[config.mk]
export PLATFORM = sky130hd
export DESIGN_NAME = tdp_port_ctrl_flat
export DESIGN_NICKNAME = d
export VERILOG_FILES = /design/src/rtl/tdp_port_ctrl_if.sv /design/src/rtl/tdp_port_ctrl.sv /design/src/flat_wrapper.sv
export SDC_FILE = /design/constraint.sdc
export NUM_CORES = 1
export LEC_CHECK = 0
export CORE_ASPECT_RATIO = 1.25
export CORE_MARGIN = 1.5
export CORE_UTILIZATION = 45
export CTS_BUF_LIST = sky130_fd_sc_hd__clkbuf_4 sky130_fd_sc_hd__clkbuf_8
export DETAILED_ROUTE_END_ITERATION = 16
export PLACE_DENSITY_LB_ADDON = 0.12
export RECOVER_POWER = 100
export SETUP_SLACK_MARGIN = 0.2
export SLEW_MARGIN = 5
export SYNTH_ARGS = -nofsm -noshare
export SYNTH_HDL_FRONTEND = slang
export SYNTH_SLANG_ARGS = --single-unit
[constraint.sdc]
create_clock -name clk -period 4.7 [get_ports clk]
set_clock_uncertainty 0.05 [all_clocks]
set_input_delay 0.94 -clock clk [delete_from_list [all_inputs] [get_ports clk]]
set_output_delay 0.94 -clock clk [all_outputs]
set_load 0.1 [all_outputs]
[src/rtl/tdp_port_ctrl_if.sv]
// Client-side request/response bundle for the two ports of tdp_port_ctrl.
// Handshake: a request transfers on a rising edge where req_valid & req_ready
// are both high; while valid is high and ready is low the client keeps valid
// asserted and holds we/addr/wdata unchanged. Responses carry no backpressure:
// rsp_valid is a one-cycle strobe and rsp_rdata must be taken in that cycle.
interface tdp_port_ctrl_if;
   logic       a_req_valid;
   logic       a_req_ready;
   logic       a_req_we;
   logic [7:0] a_req_addr;
   logic [7:0] a_req_wdata;
   logic       a_rsp_valid;
   logic [7:0] a_rsp_rdata;

   logic       b_req_valid;
   logic       b_req_ready;
   logic       b_req_we;
   logic [7:0] b_req_addr;
   logic [7:0] b_req_wdata;
   logic       b_rsp_valid;
   logic [7:0] b_rsp_rdata;

   // Client side: issues requests, receives ready and responses.
   modport master (
      output a_req_valid, a_req_we, a_req_addr, a_req_wdata,
      output b_req_valid, b_req_we, b_req_addr, b_req_wdata,
      input  a_req_ready, a_rsp_valid, a_rsp_rdata,
      input  b_req_ready, b_rsp_valid, b_rsp_rdata
   );

   // Controller side.
   modport slave (
      input  a_req_valid, a_req_we, a_req_addr, a_req_wdata,
      input  b_req_valid, b_req_we, b_req_addr, b_req_wdata,
      output a_req_ready, a_rsp_valid, a_rsp_rdata,
      output b_req_ready, b_rsp_valid, b_rsp_rdata
   );
endinterface

[src/rtl/tdp_port_ctrl.sv]
// Request-side controller for a true dual-port 256x8 BRAM. Two clients issue
// valid/ready requests; each is registered onto its own RAM port. Reads return
// a one-cycle rsp_valid strobe aligned to the RAM read latency. A same-address
// conflict involving a write stalls client B so A wins. After reset an
// optional sweep writes CLEAR_VALUE to every address, two per cycle.
module tdp_port_ctrl #(
   parameter int         READ_LATENCY   = 1,
   parameter bit         CLEAR_ON_RESET = 1'b1,
   parameter logic [7:0] CLEAR_VALUE    = 8'h00,
   parameter int         CNT_W          = 16
) (
   input  logic             clk,
   input  logic             rst_n,
   tdp_port_ctrl_if.slave   req,
   output logic             bram_en_a,
   output logic             bram_we_a,
   output logic [7:0]       bram_addr_a,
   output logic [7:0]       bram_din_a,
   input  logic [7:0]       bram_dout_a,
   output logic             bram_en_b,
   output logic             bram_we_b,
   output logic [7:0]       bram_addr_b,
   output logic [7:0]       bram_din_b,
   input  logic [7:0]       bram_dout_b,
   output logic             init_done,
   output logic [CNT_W-1:0] collision_cnt,
   output logic             dbg_state
);

   typedef enum logic {
      ST_CLEAR = 1'b0,
      ST_RUN   = 1'b1
   } state_t;

   localparam state_t RST_STATE = CLEAR_ON_RESET ? ST_CLEAR : ST_RUN;

   state_t                  r_state;
   logic [6:0]              r_idx;
   logic                    r_init_done;
   logic                    r_en_a, r_we_a;
   logic [7:0]              r_addr_a, r_din_a;
   logic                    r_en_b, r_we_b;
   logic [7:0]              r_addr_b, r_din_b;
   logic [READ_LATENCY-1:0] r_rvld_a, r_rvld_b;
   logic [CNT_W-1:0]        r_cnt;

   logic w_run;
   logic w_collision;
   logic w_a_acc;
   logic w_b_acc;
   logic w_cnt_sat;

   // Acceptance: A always wins; B is held whenever it would touch the same
   // address as A in the same cycle and at least one of them writes.
   assign w_run       = (r_state == ST_RUN);
   assign w_collision = req.a_req_valid & req.b_req_valid &
                        (req.a_req_addr == req.b_req_addr) &
                        (req.a_req_we | req.b_req_we);
   assign w_a_acc     = w_run & req.a_req_valid;
   assign w_b_acc     = w_run & req.b_req_valid & ~w_collision;
   assign w_cnt_sat   = &r_cnt;

   assign req.a_req_ready = w_run;
   assign req.b_req_ready = w_run & ~w_collision;

   // Control FSM: clear sweep then steady-state registration of port controls.
   always_ff @(posedge clk or negedge rst_n) begin
      if (!rst_n) begin
         r_state     <= RST_STATE;
         r_idx       <= '0;
         r_init_done <= 1'b0;
         r_en_a      <= 1'b0;
         r_we_a      <= 1'b0;
         r_addr_a    <= '0;
         r_din_a     <= '0;
         r_en_b      <= 1'b0;
         r_we_b      <= 1'b0;
         r_addr_b    <= '0;
         r_din_b     <= '0;
      end else begin
         case (r_state)
            ST_CLEAR: begin
               // Even addresses on port A, odd on port B: 128 cycles cover 256.
               r_en_a   <= 1'b1;
               r_we_a   <= 1'b1;
               r_addr_a <= {r_idx, 1'b0};
               r_din_a  <= CLEAR_VALUE;
               r_en_b   <= 1'b1;
               r_we_b   <= 1'b1;
               r_addr_b <= {r_idx, 1'b1};
               r_din_b  <= CLEAR_VALUE;
               r_idx    <= r_idx + 7'd1;
               if (r_idx == 7'd127) begin
                  r_state     <= ST_RUN;
                  r_init_done <= 1'b1;
               end
            end
            default: begin
               r_init_done <= 1'b1;
               // Idle cycles drop en/we but leave addr/din as they were.
               r_en_a <= w_a_acc;
               r_we_a <= w_a_acc & req.a_req_we;
               if (w_a_acc) begin
                  r_addr_a <= req.a_req_addr;
                  r_din_a  <= req.a_req_wdata;
               end
               r_en_b <= w_b_acc;
               r_we_b <= w_b_acc & req.b_req_we;
               if (w_b_acc) begin
                  r_addr_b <= req.b_req_addr;
                  r_din_b  <= req.b_req_wdata;
               end
            end
         endcase
      end
   end

   // Read-valid pipelines: a read enters when the RAM samples it and leaves
   // READ_LATENCY edges later, in step with dout.
   always_ff @(posedge clk or negedge rst_n) begin
      if (!rst_n) begin
         r_rvld_a <= '0;
         r_rvld_b <= '0;
      end else begin
         r_rvld_a[0] <= r_en_a & ~r_we_a;
         r_rvld_b[0] <= r_en_b & ~r_we_b;
         for (int i = 1; i < READ_LATENCY; i++) begin
            r_rvld_a[i] <= r_rvld_a[i-1];
            r_rvld_b[i] <= r_rvld_b[i-1];
         end
      end
   end

   // Saturating count of cycles in which B was stalled by a collision.
   always_ff @(posedge clk or negedge rst_n) begin
      if (!rst_n) begin
         r_cnt <= '0;
      end else if (w_run && w_collision && !w_cnt_sat) begin
         r_cnt <= r_cnt + CNT_W'(1);
      end
   end

   assign bram_en_a     = r_en_a;
   assign bram_we_a     = r_we_a;
   assign bram_addr_a   = r_addr_a;
   assign bram_din_a    = r_din_a;
   assign bram_en_b     = r_en_b;
   assign bram_we_b     = r_we_b;
   assign bram_addr_b   = r_addr_b;
   assign bram_din_b    = r_din_b;
   assign init_done     = r_init_done;
   assign collision_cnt = r_cnt;
   assign dbg_state     = r_state;

   assign req.a_rsp_valid = r_rvld_a[READ_LATENCY-1];
   assign req.a_rsp_rdata = bram_dout_a;
   assign req.b_rsp_valid = r_rvld_b[READ_LATENCY-1];
   assign req.b_rsp_rdata = bram_dout_b;

endmodule

[src/flat_wrapper.sv]
// flat-port wrapper written by rule: the top's interface ports become plain ports
module tdp_port_ctrl_flat 
#(
   parameter int         READ_LATENCY   = 1,
   parameter bit         CLEAR_ON_RESET = 1'b1,
   parameter logic [7:0] CLEAR_VALUE    = 8'h00,
   parameter int         CNT_W          = 16
)
  (clk, rst_n, bram_en_a, bram_we_a, bram_addr_a, bram_din_a, bram_dout_a, bram_en_b, bram_we_b, bram_addr_b, bram_din_b, bram_dout_b, init_done, collision_cnt, dbg_state, req_a_req_valid, req_a_req_we, req_a_req_addr, req_a_req_wdata, req_b_req_valid, req_b_req_we, req_b_req_addr, req_b_req_wdata, req_a_req_ready, req_a_rsp_valid, req_a_rsp_rdata, req_b_req_ready, req_b_rsp_valid, req_b_rsp_rdata);
  tdp_port_ctrl_if req_i ();
  input  logic clk;
  input  logic rst_n;
  output logic bram_en_a;
  output logic bram_we_a;
  output logic [7:0] bram_addr_a;
  output logic [7:0] bram_din_a;
  input  logic [7:0] bram_dout_a;
  output logic bram_en_b;
  output logic bram_we_b;
  output logic [7:0] bram_addr_b;
  output logic [7:0] bram_din_b;
  input  logic [7:0] bram_dout_b;
  output logic init_done;
  output logic [CNT_W-1:0] collision_cnt;
  output logic dbg_state;
  input wire logic [$bits(req_i.a_req_valid)-1:0] req_a_req_valid;
  input wire logic [$bits(req_i.a_req_we)-1:0] req_a_req_we;
  input wire logic [$bits(req_i.a_req_addr)-1:0] req_a_req_addr;
  input wire logic [$bits(req_i.a_req_wdata)-1:0] req_a_req_wdata;
  input wire logic [$bits(req_i.b_req_valid)-1:0] req_b_req_valid;
  input wire logic [$bits(req_i.b_req_we)-1:0] req_b_req_we;
  input wire logic [$bits(req_i.b_req_addr)-1:0] req_b_req_addr;
  input wire logic [$bits(req_i.b_req_wdata)-1:0] req_b_req_wdata;
  output wire logic [$bits(req_i.a_req_ready)-1:0] req_a_req_ready;
  output wire logic [$bits(req_i.a_rsp_valid)-1:0] req_a_rsp_valid;
  output wire logic [$bits(req_i.a_rsp_rdata)-1:0] req_a_rsp_rdata;
  output wire logic [$bits(req_i.b_req_ready)-1:0] req_b_req_ready;
  output wire logic [$bits(req_i.b_rsp_valid)-1:0] req_b_rsp_valid;
  output wire logic [$bits(req_i.b_rsp_rdata)-1:0] req_b_rsp_rdata;
  assign req_i.a_req_valid = req_a_req_valid;
  assign req_i.a_req_we = req_a_req_we;
  assign req_i.a_req_addr = req_a_req_addr;
  assign req_i.a_req_wdata = req_a_req_wdata;
  assign req_i.b_req_valid = req_b_req_valid;
  assign req_i.b_req_we = req_b_req_we;
  assign req_i.b_req_addr = req_b_req_addr;
  assign req_i.b_req_wdata = req_b_req_wdata;
  assign req_a_req_ready = req_i.a_req_ready;
  assign req_a_rsp_valid = req_i.a_rsp_valid;
  assign req_a_rsp_rdata = req_i.a_rsp_rdata;
  assign req_b_req_ready = req_i.b_req_ready;
  assign req_b_rsp_valid = req_i.b_rsp_valid;
  assign req_b_rsp_rdata = req_i.b_rsp_rdata;
  tdp_port_ctrl #(.READ_LATENCY(READ_LATENCY), .CLEAR_ON_RESET(CLEAR_ON_RESET), .CLEAR_VALUE(CLEAR_VALUE), .CNT_W(CNT_W)) u_core (.clk(clk), .rst_n(rst_n), .req(req_i), .bram_en_a(bram_en_a), .bram_we_a(bram_we_a), .bram_addr_a(bram_addr_a), .bram_din_a(bram_din_a), .bram_dout_a(bram_dout_a), .bram_en_b(bram_en_b), .bram_we_b(bram_we_b), .bram_addr_b(bram_addr_b), .bram_din_b(bram_din_b), .bram_dout_b(bram_dout_b), .init_done(init_done), .collision_cnt(collision_cnt), .dbg_state(dbg_state));
endmodule
# Word level (Yosys, flattened, before mapping)
# Cells that the tools add are included.
# totals
mem_count	0
ramBits	0
input_bits	54
register_bits	63
latch_bits	0
word_cells	56
out_inout_bits	74
mem_bits_ro	0
# classes
shifts	0
reduce_logical	5
addsub	2
n_mux	16
bitwise	15
eq_ne	4
n_div	0
order_cmp	0
mul	0
# op_table
operator	count
8-bit 2-to-1 mux	8
16-bit by 1-bit adder with 16-bit output, second input constant	1
16-bit AND reduction	1
1-bit bitwise AND	11
8-bit equality test	1
1-bit 2-to-1 mux	8
7-bit by 1-bit adder with 7-bit output, second input constant	1
7-bit equality test, second input constant	1
2-bit != test, second input constant	2
1-bit inverter	3
1-bit logical AND	2
2-bit nonzero test	1
1-bit zero test	1
1-bit bitwise OR	1

# Depth between registers and ports, before layout
# depth
ltp_word	7
mapped_depth	8
depth_no_buf	6

# Worst setup path after synthesis
# Ideal clock, no wire load.
# synth_timing
path_type	register to output
start	register u_core.r_state, in the netlist u_core.dbg_state
end	output req_b_req_ready
path_stages_with_launch	5
setup_slack_ns	0.816
t_arrival_ns	2.894
required_ns	3.710
n_path_buf	2
cell_sequence	dfrtp_1 -> clkbuf_1 -> inv_1 -> clkbuf_1 -> nor2_1
# synth_between
elab_chain_len	1
# synth_rtl
item	line	text
from (decl)	tdp_port_ctrl.sv:37	state_t r_state;
from (signal assigned)	tdp_port_ctrl.sv:69	r_state <= RST_STATE;
from (signal assigned)	tdp_port_ctrl.sv:94	r_state <= ST_RUN;
1-bit bitwise AND	tdp_port_ctrl.sv:64	assign req.b_req_ready = w_run & ~w_collision;
to (decl)	flat_wrapper.sv:37	output wire logic [$bits(req_i.b_req_ready)-1:0] req_b_req_ready;
# No other way between the ends.

# Final worst setup path
# layout_timing
start	input req_a_req_addr[3]
end	output req_b_req_ready
# layout_between
elab_chain_len	5
# layout_rtl
item	line	text
from (decl)	flat_wrapper.sv:28	input wire logic [$bits(req_i.a_req_addr)-1:0] req_a_req_addr;
8-bit equality test	tdp_port_ctrl.sv:57	(req.a_req_addr == req.b_req_addr) &
1-bit bitwise AND	tdp_port_ctrl.sv:56	assign w_collision = req.a_req_valid & req.b_req_valid &
1-bit bitwise AND	tdp_port_ctrl.sv:57	
1-bit inverter	tdp_port_ctrl.sv:64	
1-bit bitwise AND	tdp_port_ctrl.sv:64	
# No other way between the ends.

==> impl_metrics.env <==
export IMPL_dieWidth_microns=75.7
export IMPL_synth_cell_types=35
export IMPL_ios=128
export IMPL_crit_buf_inv=2
export IMPL_post_place_ws_ps=1140
export IMPL_holdPathStages=1
export IMPL_ff_latch_area_sq_mm=0.00158
export IMPL_synthCells=267
export IMPL_synth_seq_cells=63
export IMPL_wirelength_microns=6530
export IMPL_fin_ws_ps=682
export IMPL_grt_start_max_net_pins=48
export IMPL_dr_pass1_iters=4
export IMPL_ctsResizeCount=0
export IMPL_synth_top_cell_area_share=0.531
export IMPL_nets=405
export IMPL_setup_tns_ps=0
export IMPL_status="complete, but fails checks"
export IMPL_slowest_delay_ps=580
export IMPL_cts_root_buffer="clkbuf_8"
export IMPL_postCtsSetupBuffers=0
export IMPL_drtIter0Drc=79
export IMPL_reg2reg_depth=3
export IMPL_p_per_area_mw_per_mm2=278
export IMPL_finalMaxSlewViolations=48
export IMPL_hold_viol=0
export IMPL_layout_common_cells="63 x dfrtp_1, 57 x dlygate4sd3_1, 34 x clkdlybuf4s50_1, 24 x mux2i_1, 21 x nor2_1"
export IMPL_vias=2228
export IMPL_drc=0
export IMPL_syn_to_final_growth_pct=34.7
export IMPL_synthDominantAreaCellType="dfrtp_1"
export IMPL_cap_violations=1
export IMPL_fin_crit_sh=0.855
export IMPL_grt_pass1_vias=2188
export IMPL_maxSlewHeadroom=-0.261
export IMPL_design_power_total_mw=1.11
export IMPL_critPathSlowestCell="or4_1"
export IMPL_violations="capacitance limit, slew limit"
export IMPL_syn_nets=323
export IMPL_drive_gt1_frac=0.0650
export IMPL_grt_usage=0.201
export IMPL_overflow=0
export IMPL_critPathKind="input pin to primary output"
export IMPL_worstHoldPathType="flop to flop"
export IMPL_clock_path_buffers=2
export IMPL_path_clk_slew_ps=70
export IMPL_grt_pass1_wl_microns=10600
export IMPL_multiInputGateArea_sq_mm=0.00113
export IMPL_portBuffers=95
export IMPL_dominantRegCellSynth="dfrtp_1"
export IMPL_worst_path_stages=6
export IMPL_p_leak_nw=1.87
export IMPL_crit_family="buffers and inverters"
export IMPL_place_congestion=0.804
export IMPL_synth_area_sq_mm=0.00297
export IMPL_r2r_slack_ps=2370
export IMPL_final_common_cell="dfrtp_1"
export IMPL_hold_buffers=0
export IMPL_cts_tree="done"
export IMPL_start_util=0.473
export IMPL_clock_latency_ps=330
export IMPL_crit_fanout=3
export IMPL_synth_edf_count=0
export IMPL_finalSetupViolCount=0
export IMPL_wl_per_cell_microns=14.8
export IMPL_async_reset_ff_frac=1.00
export IMPL_start_kind="input pin"
export IMPL_fill_cells=556
export IMPL_max_freq_mhz=249
export IMPL_critical_path_cell_chain="dlygate4sd3_1 > xor2_1 > or4_1 > nor3_1 > nor2_1 > clkbuf_1"
export IMPL_end_kind="primary output"
export IMPL_synth_seq_area_share=0.531
export IMPL_yosysWarnings=0
export IMPL_die_h_microns=93.8
export IMPL_required_ps=3710
export IMPL_viasPerCell=5.06
export IMPL_core_area_sq_mm=0.00629
export IMPL_die_area_sq_mm=0.00710
export IMPL_max_vdd_ir_drop_mv=0.194
export IMPL_critical_path_arrival_ps=3030
export IMPL_period_needed_ps=4020
export IMPL_post_dp_hpwl_microns=4750
export IMPL_htreeDepth=3
export IMPL_clock_sinks=63
export IMPL_cts_buffers=9
export IMPL_antenna_found_initial=1
export IMPL_worst_pin_slew_ps=1890
export IMPL_rsz0062_at_grt="no"
export IMPL_syn_avg_cell_area_sq_um=11.1
export IMPL_row_count=32
export IMPL_postRouteAntennaNets=0
export IMPL_synth_area_top_cells="dfrtp_1 53%, mux2i_1 8.1%, xor2_1 5.0%"
-- layer usage --
layer | wire length (microns) | track usage | vias up
met1 | 2700 | 0.245 | 1088
li1 | - | - | 1064
met3 | 314 | 0.0655 | 12
met5 | 0 | 0 | -
met4 | 150 | 0.0848 | 0
met2 | 3360 | 0.320 | 64
-- cell families after synthesis --
family	Yosys count	synth area share
multiplexers	26	0.0885
flip-flops	63	0.531
AND/OR/NAND/NOR	86	0.161
XOR/XNOR	29	0.0855
buffers and inverters	34	0.0724
adder cells (fa/ha/maj)	2	0.00842
AO/OA/AOI/OAI	27	0.0535
-- path summary, 6_finish.rpt --
kind | from | endpoint
min | u_core.bram_we_a | u_core.req.a_rsp_valid
min reg2reg | u_core.bram_we_a | u_core.req.a_rsp_valid
max | req_a_req_addr[3] | req_b_req_ready
max reg2reg | u_core.dbg_state | u_core.r_idx[6]
max in group asynchronous | rst_n | u_core.bram_din_b[0]
min in group asynchronous | rst_n | u_core.bram_din_a[2]
-- through the flow --
| step | instance area, sq um | hold slack [ps] | util | std cells |
|---|---|---|---|---|
| CTS | 4080 | 401 | 0.649 | 439 |
| detailed placement | 3870 | 368 | 0.615 | 423 |
| global placement | 3870 | 367 | 0.615 | 423 |
| floorplan | 2970 | 414 | - | 267 |
| global route | 4000 | 415 | 0.637 | 440 |
| finish | 4000 | 383 | 0.637 | 440 |
-- cell usage after synthesis (3+ instances only) --
cell	count
nand3_1	15
nor4_2	4
clkbuf_1	3
nand4_1	4
nor2_1	21
o21ai_0	8
buf_4	17
buf_6	3
inv_1	5
a21oi_1	14
buf_1	5
dfrtp_1	63
nor3_1	6
nor2b_1	3
nand2_1	20
mux2i_1	24
xor2_1	17
xnor2_1	12
-- power breakdown --
part | switching (mW) | internal [mW]
logic | 0.0355 | 0.0406
registers | 0.000152 | 0.542
clock network | 0.202 | 0.293
total | 0.238 | 0.876
-- cell type report --
cell class                 instances  area share
multi-input combinational        170       0.282
inverter                           5     0.00469
clock buffer                      13      0.0432
sequential                        63       0.394
tap                               85      0.0266
clock inverter                     3      0.0100
timing repair buffer             100       0.239
antenna                            1    0.000625
-- flip-flops by register name (all words and copies together), names as in the netlist, 7 cells and up --
name,cells
u_core.collision_cnt,16
u_core.bram_addr_b,8
u_core.r_idx,7
u_core.bram_din_a,8
u_core.bram_din_b,8
u_core.bram_addr_a,8
-- worst reg2reg max path: stages, from the launching register on --
cell and delay (ps):
dfrtp_1 350, clkbuf_1 1360, nor3_1 230, xnor2_1 210
(Power assumes the default switching activity.)
